<file path="src/rtl/ladybird_timer_if.sv">
// ladybird_bus_interface: crossbar-to-peripheral bus.
//   req    : access request from the crossbar
//   addr   : byte address
//   wstrb  : byte write strobes (all zero means a load)
//   wdata  : store data
//   gnt    : request accepted this cycle
//   rdgnt  : load data valid (single-cycle pulse)
//   rdata  : load data
// The primary modport is the crossbar side; the secondary modport is the peripheral side.
interface ladybird_bus_interface;
  logic        req;
  logic [31:0] addr;
  logic [3:0]  wstrb;
  logic [31:0] wdata;
  logic        gnt;
  logic        rdgnt;
  logic [31:0] rdata;

  modport primary (
    output req, addr, wstrb, wdata,
    input  gnt, rdgnt, rdata
  );

  modport secondary (
    input  req, addr, wstrb, wdata,
    output gnt, rdgnt, rdata
  );
endinterface

</file>
<file path="src/rtl/ladybird_timer.sv">
// ladybird_timer: machine timer (mtime/mtimecmp), software interrupt bit and
// prescaled tick generator behind a ladybird bus secondary port.
// Ports:
//   clk       : clock, all state on the rising edge
//   nrst      : synchronous active-low reset
//   bus       : ladybird_bus_interface.secondary, one crossbar peripheral port
//   timer_irq : machine timer interrupt, registered (mtime >= mtimecmp)
//   soft_irq  : machine software interrupt, equal to msip[0]
// Register map by addr[4:2]: 0 mtime lo, 1 mtime hi, 2 mtimecmp lo,
// 3 mtimecmp hi, 4 msip, 5 ctrl {prescale[15:8], enable[0]}, 6-7 read 0.
module ladybird_timer #(
  parameter logic [63:0] MTIME_RESET    = 64'h0,
  parameter logic [7:0]  PRESCALE_RESET = 8'd0
) (
  input  logic                          clk,
  input  logic                          nrst,
  ladybird_bus_interface.secondary      bus,
  output logic                          timer_irq,
  output logic                          soft_irq
);

  logic [63:0] mtime_r;
  logic [63:0] mtimecmp_r;
  logic        msip_r;
  logic        enable_r;
  logic [7:0]  prescale_r;
  logic [7:0]  pcnt_r;
  logic        rd_pending_r;
  logic [31:0] rdata_r;
  logic        timer_irq_r;

  logic [2:0]  sel_s;
  logic        store_s;
  logic        load_s;
  logic        tick_s;
  logic [31:0] rd_val_s;
  logic [63:0] mtime_nxt_s;
  logic [63:0] mtimecmp_nxt_s;
  logic [7:0]  pcnt_nxt_s;
  logic        unused_addr_s;

  // Byte-lane merge: lane k takes new data only where its strobe is set.
  function automatic logic [31:0] merge_bytes(input logic [31:0] old_val,
                                              input logic [31:0] new_val,
                                              input logic [3:0]  strb);
    logic [31:0] res;
    res = old_val;
    for (int k = 0; k < 4; k++) begin
      if (strb[k]) begin
        res[8*k +: 8] = new_val[8*k +: 8];
      end else begin
        res[8*k +: 8] = old_val[8*k +: 8];
      end
    end
    return res;
  endfunction

  assign sel_s         = bus.addr[4:2];
  assign unused_addr_s = ^{bus.addr[31:5], bus.addr[1:0]};
  // Only one load may be outstanding; stores are never held off otherwise.
  assign store_s       = bus.req & ~rd_pending_r & (bus.wstrb != 4'b0000);
  assign load_s        = bus.req & ~rd_pending_r & (bus.wstrb == 4'b0000);
  assign tick_s        = enable_r & (pcnt_r == prescale_r);

  // Read mux over the current (pre-update) register values.
  always_comb begin
    rd_val_s = 32'h0000_0000;
    case (sel_s)
      3'd0:    rd_val_s = mtime_r[31:0];
      3'd1:    rd_val_s = mtime_r[63:32];
      3'd2:    rd_val_s = mtimecmp_r[31:0];
      3'd3:    rd_val_s = mtimecmp_r[63:32];
      3'd4:    rd_val_s = {31'd0, msip_r};
      3'd5:    rd_val_s = {16'd0, prescale_r, 7'd0, enable_r};
      default: rd_val_s = 32'h0000_0000;
    endcase
  end

  // Next-state for mtime, mtimecmp and the prescale counter. A software store
  // to either mtime half wins over a tick in the same cycle and the tick is lost.
  always_comb begin
    mtime_nxt_s    = mtime_r;
    mtimecmp_nxt_s = mtimecmp_r;
    pcnt_nxt_s     = pcnt_r;

    if (store_s && (sel_s == 3'd0)) begin
      mtime_nxt_s[31:0] = merge_bytes(mtime_r[31:0], bus.wdata, bus.wstrb);
    end else if (store_s && (sel_s == 3'd1)) begin
      mtime_nxt_s[63:32] = merge_bytes(mtime_r[63:32], bus.wdata, bus.wstrb);
    end else if (tick_s) begin
      mtime_nxt_s = mtime_r + 64'd1;
    end else begin
      mtime_nxt_s = mtime_r;
    end

    if (store_s && (sel_s == 3'd2)) begin
      mtimecmp_nxt_s[31:0] = merge_bytes(mtimecmp_r[31:0], bus.wdata, bus.wstrb);
    end else if (store_s && (sel_s == 3'd3)) begin
      mtimecmp_nxt_s[63:32] = merge_bytes(mtimecmp_r[63:32], bus.wdata, bus.wstrb);
    end else begin
      mtimecmp_nxt_s = mtimecmp_r;
    end

    if (store_s && (sel_s == 3'd5)) begin
      pcnt_nxt_s = 8'd0;
    end else if (tick_s) begin
      pcnt_nxt_s = 8'd0;
    end else if (enable_r) begin
      pcnt_nxt_s = pcnt_r + 8'd1;
    end else begin
      pcnt_nxt_s = pcnt_r;
    end
  end

  // State registers; the irq compare uses the post-update values.
  always_ff @(posedge clk) begin
    if (!nrst) begin
      mtime_r      <= MTIME_RESET;
      mtimecmp_r   <= 64'hFFFF_FFFF_FFFF_FFFF;
      msip_r       <= 1'b0;
      enable_r     <= 1'b1;
      prescale_r   <= PRESCALE_RESET;
      pcnt_r       <= 8'd0;
      rd_pending_r <= 1'b0;
      rdata_r      <= 32'h0000_0000;
      timer_irq_r  <= 1'b0;
    end else begin
      mtime_r      <= mtime_nxt_s;
      mtimecmp_r   <= mtimecmp_nxt_s;
      pcnt_r       <= pcnt_nxt_s;
      rd_pending_r <= load_s;
      timer_irq_r  <= (mtime_nxt_s >= mtimecmp_nxt_s);
      if (load_s) begin
        rdata_r <= rd_val_s;
      end
      if (store_s && (sel_s == 3'd4) && bus.wstrb[0]) begin
        msip_r <= bus.wdata[0];
      end
      if (store_s && (sel_s == 3'd5) && bus.wstrb[0]) begin
        enable_r <= bus.wdata[0];
      end
      if (store_s && (sel_s == 3'd5) && bus.wstrb[1]) begin
        prescale_r <= bus.wdata[15:8];
      end
    end
  end

  // rd_pending doubles as the rdgnt pulse: high exactly the cycle after acceptance.
  assign bus.gnt   = ~rd_pending_r;
  assign bus.rdgnt = rd_pending_r;
  assign bus.rdata = rdata_r;
  assign timer_irq = timer_irq_r;
  assign soft_irq  = msip_r;

endmodule
</file>
<file path="src/flat_wrapper.sv">
// flat-port wrapper written by rule: the top's interface ports become plain ports
module ladybird_timer_flat 
#(
  parameter logic [63:0] MTIME_RESET    = 64'h0,
  parameter logic [7:0]  PRESCALE_RESET = 8'd0
)
  (clk, nrst, timer_irq, soft_irq, bus_req, bus_addr, bus_wstrb, bus_wdata, bus_gnt, bus_rdgnt, bus_rdata);
  ladybird_bus_interface bus_i ();
  input  logic clk;
  input  logic nrst;
  output logic timer_irq;
  output logic soft_irq;
  input wire logic [$bits(bus_i.req)-1:0] bus_req;
  input wire logic [$bits(bus_i.addr)-1:0] bus_addr;
  input wire logic [$bits(bus_i.wstrb)-1:0] bus_wstrb;
  input wire logic [$bits(bus_i.wdata)-1:0] bus_wdata;
  output wire logic [$bits(bus_i.gnt)-1:0] bus_gnt;
  output wire logic [$bits(bus_i.rdgnt)-1:0] bus_rdgnt;
  output wire logic [$bits(bus_i.rdata)-1:0] bus_rdata;
  assign bus_i.req = bus_req;
  assign bus_i.addr = bus_addr;
  assign bus_i.wstrb = bus_wstrb;
  assign bus_i.wdata = bus_wdata;
  assign bus_gnt = bus_i.gnt;
  assign bus_rdgnt = bus_i.rdgnt;
  assign bus_rdata = bus_i.rdata;
  ladybird_timer #(.MTIME_RESET(MTIME_RESET), .PRESCALE_RESET(PRESCALE_RESET)) u_core (.clk(clk), .nrst(nrst), .bus(bus_i), .timer_irq(timer_irq), .soft_irq(soft_irq));
endmodule
</file>
<file path="config.mk">
export PLATFORM = sky130hd
export DESIGN_NAME = ladybird_timer_flat
export DESIGN_NICKNAME = d
export VERILOG_FILES = /design/src/rtl/ladybird_timer_if.sv /design/src/rtl/ladybird_timer.sv /design/src/flat_wrapper.sv
export SDC_FILE = /design/constraint.sdc
export NUM_CORES = 1
export LEC_CHECK = 0
export CAP_MARGIN = 20
export CORE_ASPECT_RATIO = 0.8
export CORE_MARGIN = 2
export CORE_UTILIZATION = 50
export CTS_BUF_LIST = sky130_fd_sc_hd__clkbuf_16
export DETAILED_ROUTE_END_ITERATION = 16
export PLACE_DENSITY = 0.71
export RECOVER_POWER = 25
export SLEW_MARGIN = 20
export SYNTH_ARGS = -nofsm -noshare
export SYNTH_HDL_FRONTEND = slang
export SYNTH_SLANG_ARGS = --single-unit
export TNS_END_PERCENT = 20
</file>
<file path="constraint.sdc">
create_clock -name clk -period 8.97 [get_ports clk]
set_clock_uncertainty 0.2 [all_clocks]
set_input_delay 1.794 -clock clk [delete_from_list [all_inputs] [get_ports clk]]
set_output_delay 1.794 -clock clk [all_outputs]
set_load 0.03 [all_outputs]
</file>
* Word level (Yosys, flattened, before mapping) *
Index checks and enable logic that the tools add are counted.

storage, ports and cells
  logic and storage cells = 62
  output and inout bits = 36
  register bits after elaboration = 180

cells by class
  equality and inequality tests = 6
  add/subtract/negate cells = 2
  multiplexer cells = 25
  magnitude comparators = 1
  bitwise logic cells = 6
  reduce and logical (&&, ||, !) cells = 13

operators with widths
  kind                                                             number
  32-bit 2-to-1 mux                                                7
  32-bit case mux with 6 select lines                              1
  8-bit 2-to-1 mux                                                 16
  64-bit by 1-bit adder with 64-bit output, second input constant  1
  64-bit greater-or-equal comparator                               1
  64-bit 2-to-1 mux                                                1
  1-bit logical AND                                                9
  8-bit by 1-bit adder with 8-bit output, second input constant    1
  8-bit == test                                                    1
  3-bit by 2-bit == test with 1-bit output, second input constant  2
  3-bit == test, second input constant                             2
  1-bit bitwise AND                                                4
  4-bit zero test                                                  1
  4-bit nonzero test                                               1
  3-bit by 1-bit == test with 1-bit output, second input constant  1
  3-bit zero test                                                  1
  3-bit OR reduction                                               1
  1-bit inverter                                                   2

* Depth between registers and ports, before layout *
  depth in word-level cells = 7
  gate-level depth with buffers = 17

* Worst setup path after synthesis *
No wires, ideal clock.

  path type = input-to-reg
  start = in bus_wstrb[1]
  end = reg u_core.timer_irq_r, in the netlist u_core.timer_irq
  data arrival time = 5.254 ns
  setup time = 0.128 ns
  path buffers = 4
  required time = 8.642 ns
  slack = 3.388 ns
  stages on the path = 16
  cell sequence = buf_6 > or4_4 > buf_6 > and3_1 > buf_6 > or4_4 > buf_6 > nor3_2 > a311oi_1 > nor3_1 > ha_1 > and4_1 > a221oi_1 > o211ai_1 > a221o_1 > o2bb2ai_1

on the way
  cells in the longest elaborated chain, start to end = 6
  elaborated cells between the ends (all ways) = 18

RTL lines
  element                               RTL line               text
  start, declared                       flat_wrapper.sv:15     input wire logic [$bits(bus_i.wstrb)-1:0] bus_wstrb;
  4-bit nonzero test *                  ladybird_timer.sv:61   assign store_s = bus.req & ~rd_pending_r & (bus.wstrb != 4'b0000);
  1-bit bitwise AND *                   ladybird_timer.sv:61
  1-bit logical AND                     ladybird_timer.sv:88   end else if (store_s && (sel_s == 3'd1)) begin
  32-bit 2-to-1 mux                     ladybird_timer.sv:88
  32-bit 2-to-1 mux *                   ladybird_timer.sv:86   if (store_s && (sel_s == 3'd0)) begin
  net u_core.mtime_nxt_s[30]            ladybird_timer.sv:37   logic [63:0] mtime_nxt_s;
  64-bit greater-or-equal comparator *  ladybird_timer.sv:132  timer_irq_r <= (mtime_nxt_s >= mtimecmp_nxt_s);
  end signal, assigned                  ladybird_timer.sv:132
  end, declared                         ladybird_timer.sv:30   logic timer_irq_r;

Mark *: on every way through the listed nets, which the timed path passes. The rest lies on a longest branch.
A chain may end at the register's enable or synchronous reset.

* Final worst setup path *
  start = in bus_wstrb[0]
  end = reg u_core.timer_irq_r, in the netlist u_core.timer_irq

The elaborated chain is that of the path after synthesis.

==> reports/metrics.cfg <==
[power_and_ir_drop]
seq_power_share = 0.451
p_per_area_nw_per_um2 = 146.0
switching_share = 0.3020
power_frac_clock = 0.421
p_sw_mw = 0.5579
internal_power_mw = 1.289
p_leak_nw = 5.271
ir_drop_mv = 0.1232
combPwrFrac = 0.128

[timing]
max_clock_freq_ghz = 0.1470
worst_pin_slew_ns = 2.326
setup_tns_ns = 0
holdWs_ns = 0.2871
slew_viol_final = 122
grt_setup_unrepaired = false
finalHoldViolCount = 0
slew_headroom = -0.5506
min_period_ns = 6.803
fin_crit_sh = 0.7584
setup_viol_count_final = 0

[logic_synthesis]
ys.flop_type = dfxtp_1
ys_types = 68
syn-num-nets = 1506
yosys_warnings = 0
synth_edf_count = 0
ys_async_sr_fraction = 0
syn_inst = 1369
syn_avg_cell_area_um2 = 8.100
ys_seq_area_frac = 0.3249
netlist_area_um2 = 11090
synth.ff_latch_count = 180

[final_layout]
layout_commonest_cell = dfxtp_1
final_cell_mix = 180 x dfxtp_1, 150 x nand2_1, 124 x nor2_1, 87 x a21oi_1, 81 x mux2i_1
nNetsFinal = 1538
area_growth_pct = 14.06
drive_gt1_frac = 0.05870

[clock_network]
post_cts_buffers = 0
numCtsBuffers = 17
clock-root-buffer = clkbuf_16
insertion_delay_ns = 0.46
ctsResizeCount = 0
cts.clk_slew.worst_paths_ns = 0.08
h-tree-depth = 4
clockBufferDepth = 2
cts-hold-fix-buffers = 0
cts_tree = yes
clock-sinks = 180

[global_routing]
antenna_found_initial = 1
grt_pass1_vias = 10570
grt_pass1_wl_um = 60400
grt_max_degree = 59
overflow = 0
grt.total_usage = 0.3379

[placed_design]
io_buffers = 77
place.gp.congestion = 0.9744
dpl.hpwl_um = 27990

[route]
first_iter_violations = 1628
ant_nets = 0
drcViolationCount = 0
first_pass_iters = 5
wirelength_um = 39300
via_count = 11510
via_per_inst = 6.710
wl_per_cell_um = 22.92

[die]
dieArea_um2 = 23390
fp-row-count = 48
core_um2 = 21680
die_x_um = 170.5
ios = 107
die_y_um = 137.2
start_util = 0.5115

[status]
status = finished, violations left
violations = capacitance limit, slew limit

[critical_path]
worst_setup_path_end_kind = register
crit_required_ns = 9.13
arrival_ns = 6.97
crit_fanout = 18
startpoint_type = input pin
path_class = in2reg

[run]
drv_cap = 3

[hold_path]
hold_path_class = reg2reg

layer usage:
| layer | routed length, um | vias up | GRT usage |
|---|---|---|---|
| li1 | - | 5240 | - |
| met1 | 17040 | 5466 | 0.4689 |
| met2 | 16560 | 702 | 0.5013 |
| met3 | 4467 | 100 | 0.08647 |
| met4 | 1242 | 0 | 0.1344 |
| met5 | 0 | - | 0 |
stage by stage:
stage	area, um2	power, mW	std cells	setup WS, ns	util
final	12650	1.847	1715	2.167	0.5834
after global placement	12070	1.076	1682	1.941	0.5568
after CTS	12650	1.844	1714	2.403	0.5837
after global routing	12650	1.899	1714	2.069	0.5833
after floorplan	11090	0.9862	1369	3.388	-
after detailed placement	12070	1.080	1682	1.976	0.5568
sequential cells by signal (all words and copies together) (netlist names):
register	flops
u_core.bus.rdata	32
u_core.prescale_r	8
u_core.pcnt_r	8
u_core.bus.rdgnt	1
u_core.timer_irq	1
u_core.mtime_r	64
u_core.soft_irq	1
u_core.mtimecmp_r	64
u_core.enable_r	1
area by class of cell:
cell class,count,area [um2]
fillers,2019,9032
multi-input cells,1088,7097
flip-flops and latches,180,3603
repair buffers,102,942.2
clock buffers,17,425.4
well taps,300,375.4
clock inverters,15,157.7
inverters,12,45.04
diodes,1,2.502
power groups by stage:
stage | Sequential, mW | Clock, mW | Combinational (mW)
2_1_floorplan | 0.847 | 0 | 0.139
4_1_cts | 0.832 | 0.781 | 0.231
3_5_place_dp | 0.850 | 0 | 0.229
5_1_grt | 0.835 | 0.813 | 0.251
3_3_place_gp | 0.850 | 0 | 0.225
6_report | 0.833 | 0.778 | 0.236
kinds of logic after synthesis:
| logic type | count (synthesis) | share of synthesized area |
|---|---|---|
| xor gates and xnor gates | 15 | 0.01185 |
| buffers and inverters | 101 | 0.03689 |
| AOI/OAI and AO/OA | 300 | 0.1859 |
| adders and majority gates | 66 | 0.07447 |
| DFF | 180 | 0.3249 |
| and+or+nand+nor | 612 | 0.2755 |
| muxes | 95 | 0.09038 |
cell usage after synthesis, types with 28 or more instances:
cell,count,share of area
a21oi_1,87,0.039
dfxtp_1,180,0.32
nand4_1,53,0.030
and3_1,36,0.020
a22oi_1,59,0.040
ha_1,66,0.074
nor3_1,52,0.023
nor2_1,125,0.042
and2_1,28,0.016
clkbuf_1,79,0.027
nand3_1,73,0.033
mux2i_1,81,0.073
nand2_1,151,0.051
final timing paths:
check	start	end	slack, ns	depth (start not counted)
setup / recovery	bus_wstrb[0]	u_core.timer_irq	2.17	12
hold / removal	u_core.bus.rdata[23]	u_core.bus.rdata[23]	0.29	2
setup reg to reg	u_core.mtime_r[18]	u_core.timer_irq	3.32	12
hold reg to reg	u_core.bus.rdata[23]	u_core.bus.rdata[23]	0.29	2
worst max-delay path: stages:
cell             delay, ns
clkdlybuf4s50_1       0.75
or4_4                 0.76
nand3_1               0.62
buf_4                 0.34
nand3_1               0.22
o311ai_0              0.56
ha_1                  0.27
nand4_1               0.29
or3_1                 0.44
o31ai_1               0.48
a221o_1               0.27
o2bb2ai_1             0.12
Power figures use the tool's default switching activity.
==> patch 1 (same settings) <==
Put one more register stage on the output `timer_irq`, cleared by the reset. The value now appears one clock later. The other outputs are not delayed to match. Comments in the files are not updated.
--- a/src/rtl/ladybird_timer.sv
+++ b/src/rtl/ladybird_timer.sv
@@ -150,5 +150,11 @@
   assign bus.rdgnt = rd_pending_r;
   assign bus.rdata = rdata_r;
-  assign timer_irq = timer_irq_r;
+  always_ff @(posedge clk) begin
+    if (!nrst) begin
+      timer_irq <= '0;
+    end else begin
+      timer_irq <= timer_irq_r;
+    end
+  end
   assign soft_irq  = msip_r;
 
Function: changed (Yosys sat finds a counterexample within 4 cycles, from zero or initial values and one cycle with nrst low).
==> patch 1 against the original RTL <==
The run still ends with capacitance limit, slew limit left. Power fell by 1.1%. Design area up 1.2%. Area after synthesis up 1.3%. Routed wire length is 1.6% higher. Setup slack lost 0.033 ns. Cell count grew 1.2%. Sequential cell count rose by 1.
==> patch 1: results (changes against the original RTL) <==
stage	metric	value	unit	change
outcome	status	finished, violations left		
outcome	failing checks	capacitance limit, slew limit		
yosys	synth cell count leaders	181 x dfxtp_1, 150 x nand2_1, 146 x nor2_1		
placed_design	Placed Instances	1704		+1.3%
critical_path	slowest cell on the critical path	nor4_1		
critical_path	last element of the critical path	u_core.timer_irq_r		
critical_path	CP Max Fanout	15		-3
critical_path	Worst path max stage delay	0.91	ns	+0.15 ns
sta	Least-Margin Pin Slew	2.52	ns	+0.190 ns
layout	Final nets	1554		+1.0%
layout	#MultiIn Comb	1101		+1.2%
layout	Clock buf/inv share	4.59	%	-0.015 points
hold_path	Hold Crit Start	u_core.timer_irq_r		
job	max-cap viol count	4		+1
critical_path	launch point of the worst reg-to-reg path	u_core.mtime_r[14]		
die	core area	22300	um^2	+2.6%
layout	bufs w/o clock	105		+2.9%
layout	share of cells above drive strength 1	6.22	%	+0.35 points
power	static leakage	5.19	nW	-1.5%
yosys	prevailing post-synth register cell	dfxtp_1		
yosys	Seq cells post-synth	181		+0.56%
grt	global-route wire length before repair	61900	um	+2.5%
yosys	Netlist cell types	74		+8.8%
route	wire per inst	23.0	um	+0.35%
layout	fraction of area in registers	28.3	%	-0.18 points
route	drt pass-1 iters	6		+1
placed_design	Placer Congestion	1.04		+6.7%
grt	pin count of the biggest net entering global routing	51		-14%
critical_path	cells on worst reg2reg path	13		+1
yosys	ranking of synthesized cells by area	dfxtp_1 32%, mux2i_1 7.8%, ha_1 7.3%		
layout	fraction of area in multi-input gates	56.3	%	+0.17 points
critical_path	r2r setup slk	3.92	ns	+0.60 ns
power	Peak VDD IR	105	uV	-15%
hold_path	Worst Hold Depth	1		-1
placed_design	DP HPWL	29500	um	+5.2%
yosys	Post-Synthesis Cells	1380		+0.80%
layout	ANT cells	0		-1
layout	FILL cells	2031		+0.59%
route	Via Count	11400		-0.72%
critical_path	critical path launch point	bus_wstrb[1]		
hold_path	Hold Crit Endpoint	u_core.timer_irq		
grt	antenna violations before repair	0		-1
sta	fin. max-slew vios	181		+48%
layout	inverters	11		-1
power	pwr/cell area	143	nW/um^2	-2.2%
route	Initial DRC Count	1682		+3.3%
layout	buffering overhead	7.51	%	+0.059 points
placed_design	placed inst area	12200	um^2	+1.3%
yosys	sequential-to-total area share from yosys stat	32.2	%	-0.25 points
grt	gr usage total	33.9	%	+0.085 points
[patch 1: changes by cell type after synthesis, moves of 6 or more]
cell,delta
o31ai_1,+6
nor2_1,+21
a31oi_1,+6
clkbuf_1,-18
nand3_1,-16
a21oi_1,+10
and3_1,-15
mux2i_1,+7
nor4_1,+9
nand4_1,-9
[patch 1: cells by family after synthesis]
| logic type | Yosys count | synth area share, % |
|---|---|---|
| AO/OA/AOI/OAI | 312 | 18.7 |
| flip-flops | 181 | 32.2 |
| XOR/XNOR | 15 | 1.17 |
| AND/OR/NAND/NOR | 604 | 26.7 |
| multiplexers | 104 | 9.98 |
| buffers and inverters | 98 | 3.85 |
| adder cells (fa/ha/maj) | 66 | 7.35 |
[patch 1: metrics by stage]
stage | hold slack, ns | total power, mW | setup slack (ns)
after detailed placement | 0.226 | 1.08 | 1.87
after global routing | 0.276 | 1.88 | 2.06
after CTS | 0.251 | 1.83 | 2.34
final | 0.247 | 1.83 | 2.13
after floorplan | 0.212 | 0.986 | 3.90
after global placement | 0.225 | 1.07 | 1.97
[patch 1: metal layers]
layer | part of all wire [%] | global-route usage (%)
met5 | 0 | 0
met3 | 13 | 8.79
met4 | 2.8 | 10.0
met1 | 44 | 50.8
met2 | 41 | 47.2
[patch 1: worst max-delay path, delay by kind of cell]
| family | cells | cell delay (ns) |
|---|---|---|
| buffers and inverters | 1 | 0.72 |
| adders and majority gates | 1 | 0.31 |
| and+or+nand+nor | 7 | 2.74 |
| AOI/OAI and AO/OA | 3 | 1.35 |
[patch 1: power by group]
group	switching (mW)	total (mW)	internal, mW	leakage (nW)
registers	0.0196	0.837	0.817	1.46
clock network	0.387	0.761	0.374	0.287
logic	0.151	0.230	0.0797	3.44
==> patch 2 (config.mk and constraints unchanged) <==
Made on the original files. The output `timer_irq` loses its register stage (`timer_irq_r` becomes a continuous assignment).
--- a/src/rtl/ladybird_timer.sv
+++ b/src/rtl/ladybird_timer.sv
@@ -124,5 +124,4 @@
       rd_pending_r <= 1'b0;
       rdata_r      <= 32'h0000_0000;
-      timer_irq_r  <= 1'b0;
     end else begin
       mtime_r      <= mtime_nxt_s;
@@ -130,5 +129,4 @@
       pcnt_r       <= pcnt_nxt_s;
       rd_pending_r <= load_s;
-      timer_irq_r  <= (mtime_nxt_s >= mtimecmp_nxt_s);
       if (load_s) begin
         rdata_r <= rd_val_s;
@@ -146,4 +144,6 @@
   end
 
+  assign timer_irq_r = (mtime_nxt_s >= mtimecmp_nxt_s);
+
   // rd_pending doubles as the rdgnt pulse: high exactly the cycle after acceptance.
   assign bus.gnt   = ~rd_pending_r;
Behaviour: not the same (a bounded check fails within 4 cycles, from zero or initial values and one cycle with nrst low).
==> patch 2 against the original RTL <==
Cell count decreased by 3.5%. Setup slack worse by 1.6 ns. Count of clock-buffer cells in the layout stayed put. Sequential cell count fell by 1. Design area about the same. Area after synthesis down 1.1%. Non-clock buffer count rose by 9. Routed wire length fell by 7.0%. Power is 0.21% higher. Critical path depth increased by 4. Via count fell by 5.7%.
==> patch 2: results (changes against the original RTL) <==
stage	metric	value	unit	change
power	Peak VDD IR	124	uV	+0.93%
yosys	synth cell count leaders	179 x dfxtp_1, 136 x nand2_1, 127 x nor2_1		
critical_path	cells on worst reg2reg path	7		-5
route	Via Count	10900		-5.7%
route	Total Wirelength	36500	um	-7.0%
placed_design	Placer Congestion	0.976		+0.14%
power	sequential share of power	44.7	%	-0.4 points
layout	FILL cells	1961		-2.9%
layout	Finished Cell Area	12600	um^2	about the same
critical_path	CP arrival	6.42	ns	-0.55 ns
grt	global-route wire length before repair	57000	um	-5.7%
placed_design	DP HPWL	26400	um	-5.8%
grt	pin count of the biggest net entering global routing	77		+31%
layout	share of cells above drive strength 1	7.54	%	+1.7 points
route	wire per inst	22.1	um	-3.7%
cts	Max Root-Sink Buffers	2		unchanged
yosys	mux share of post-synthesis cell area	9.91	%	+0.87 points
yosys	Netlist cell types	73		+7.4%
sta	Least-Margin Pin Slew	1.20	ns	-1.13 ns
yosys	ranking of synthesized cells by area	dfxtp_1 33%, mux2i_1 7.8%, ha_1 7.5%		
grt	gr usage total	31.8	%	-2.0 points
cts	Inserted Clock Buffers	17		unchanged
layout	ANT cells	0		-1
placed_design	placed inst area	12000	um^2	-0.35%
yosys	ys async rst share	0	%	unchanged
grt	antenna violations before repair	1		unchanged
power	P_int	1.32	mW	+2.1%
grt	total gr overflow	0		unchanged
hold_path	Worst Hold Depth	2		unchanged
cts	setup bufs post-CTS	0		unchanged
critical_path	slowest cell on the critical path	or4_4		
yosys	sequential-to-total area share from yosys stat	32.7	%	+0.17 points
yosys	prevailing post-synth register cell	dfxtp_1		
cts	post_cts resized	0		unchanged
power	clock share of power	43.0	%	+0.9 points
cts	cts hold-fix bufs	0		unchanged
power	pwr/cell area	146	nW/um^2	+0.28%
route	Initial DRC Count	1249		-23%
placed_design	pre-CTS setup slack	0.978	ns	-0.998 ns
yosys	xor and xnor area share after synthesis	1.20	%	+0.013 points
cts	H-tree depth	4		unchanged
layout	Final nets	1504		-2.2%
critical_path	Worst path max stage delay	0.57	ns	-0.19 ns
route	drt pass-1 iters	6		+1
yosys	syn_area_per_cell	8.30	um^2	+2.5%
placed_design	Placed Instances	1623		-3.5%
yosys	Synth warnings	0		unchanged
placed_design	# port buffers	77		unchanged
yosys	Synth Area in Compound Gates	19.5	%	+0.92 points
cts	Root Buffer	clkbuf_16		
yosys	adder-cell share of the synthesized area	7.53	%	+0.081 points
power	static leakage	5.58	nW	+5.9%
critical_path	crit-path leading delay family	compound AO/OA/AOI/OAI gates		
critical_path	CP Max Fanout	16		-2
outcome	status	finished, final reports clean		
grt	vias in the first global route	10100		-4.4%
[patch 2: path summary, 6_finish.rpt]
check                                     startpoint                   end  slack, ns
worst max-delay path                    bus_wstrb[2]             timer_irq       0.55
worst max register to register     u_core.mtime_r[2]    u_core.mtime_r[61]       5.47
worst min register to register  u_core.bus.rdata[27]  u_core.bus.rdata[27]       0.28
worst min-delay path            u_core.bus.rdata[27]  u_core.bus.rdata[27]       0.28
[patch 2: routing by layer]
| metal | vias up | global-route usage [%] | wire (um) |
|---|---|---|---|
| li1 | 5030 | - | - |
| met1 | 5177 | 45.9 | 16700 |
| met2 | 558 | 47.9 | 15700 |
| met3 | 89 | 5.65 | 3150 |
| met4 | 2 | 10.7 | 898 |
| met5 | - | 0 | 13 |
[patch 2: final cells by class]
cell class	instances	area [um^2]	share of cell area, %
multi-input combinational	1048	7030	55.6
sequential	179	3580	28.4
timing repair buffer	111	1020	8.09
clock buffer	17	425	3.37
tap	275	344	2.72
clock inverter	15	196	1.55
inverter	10	37.5	0.297
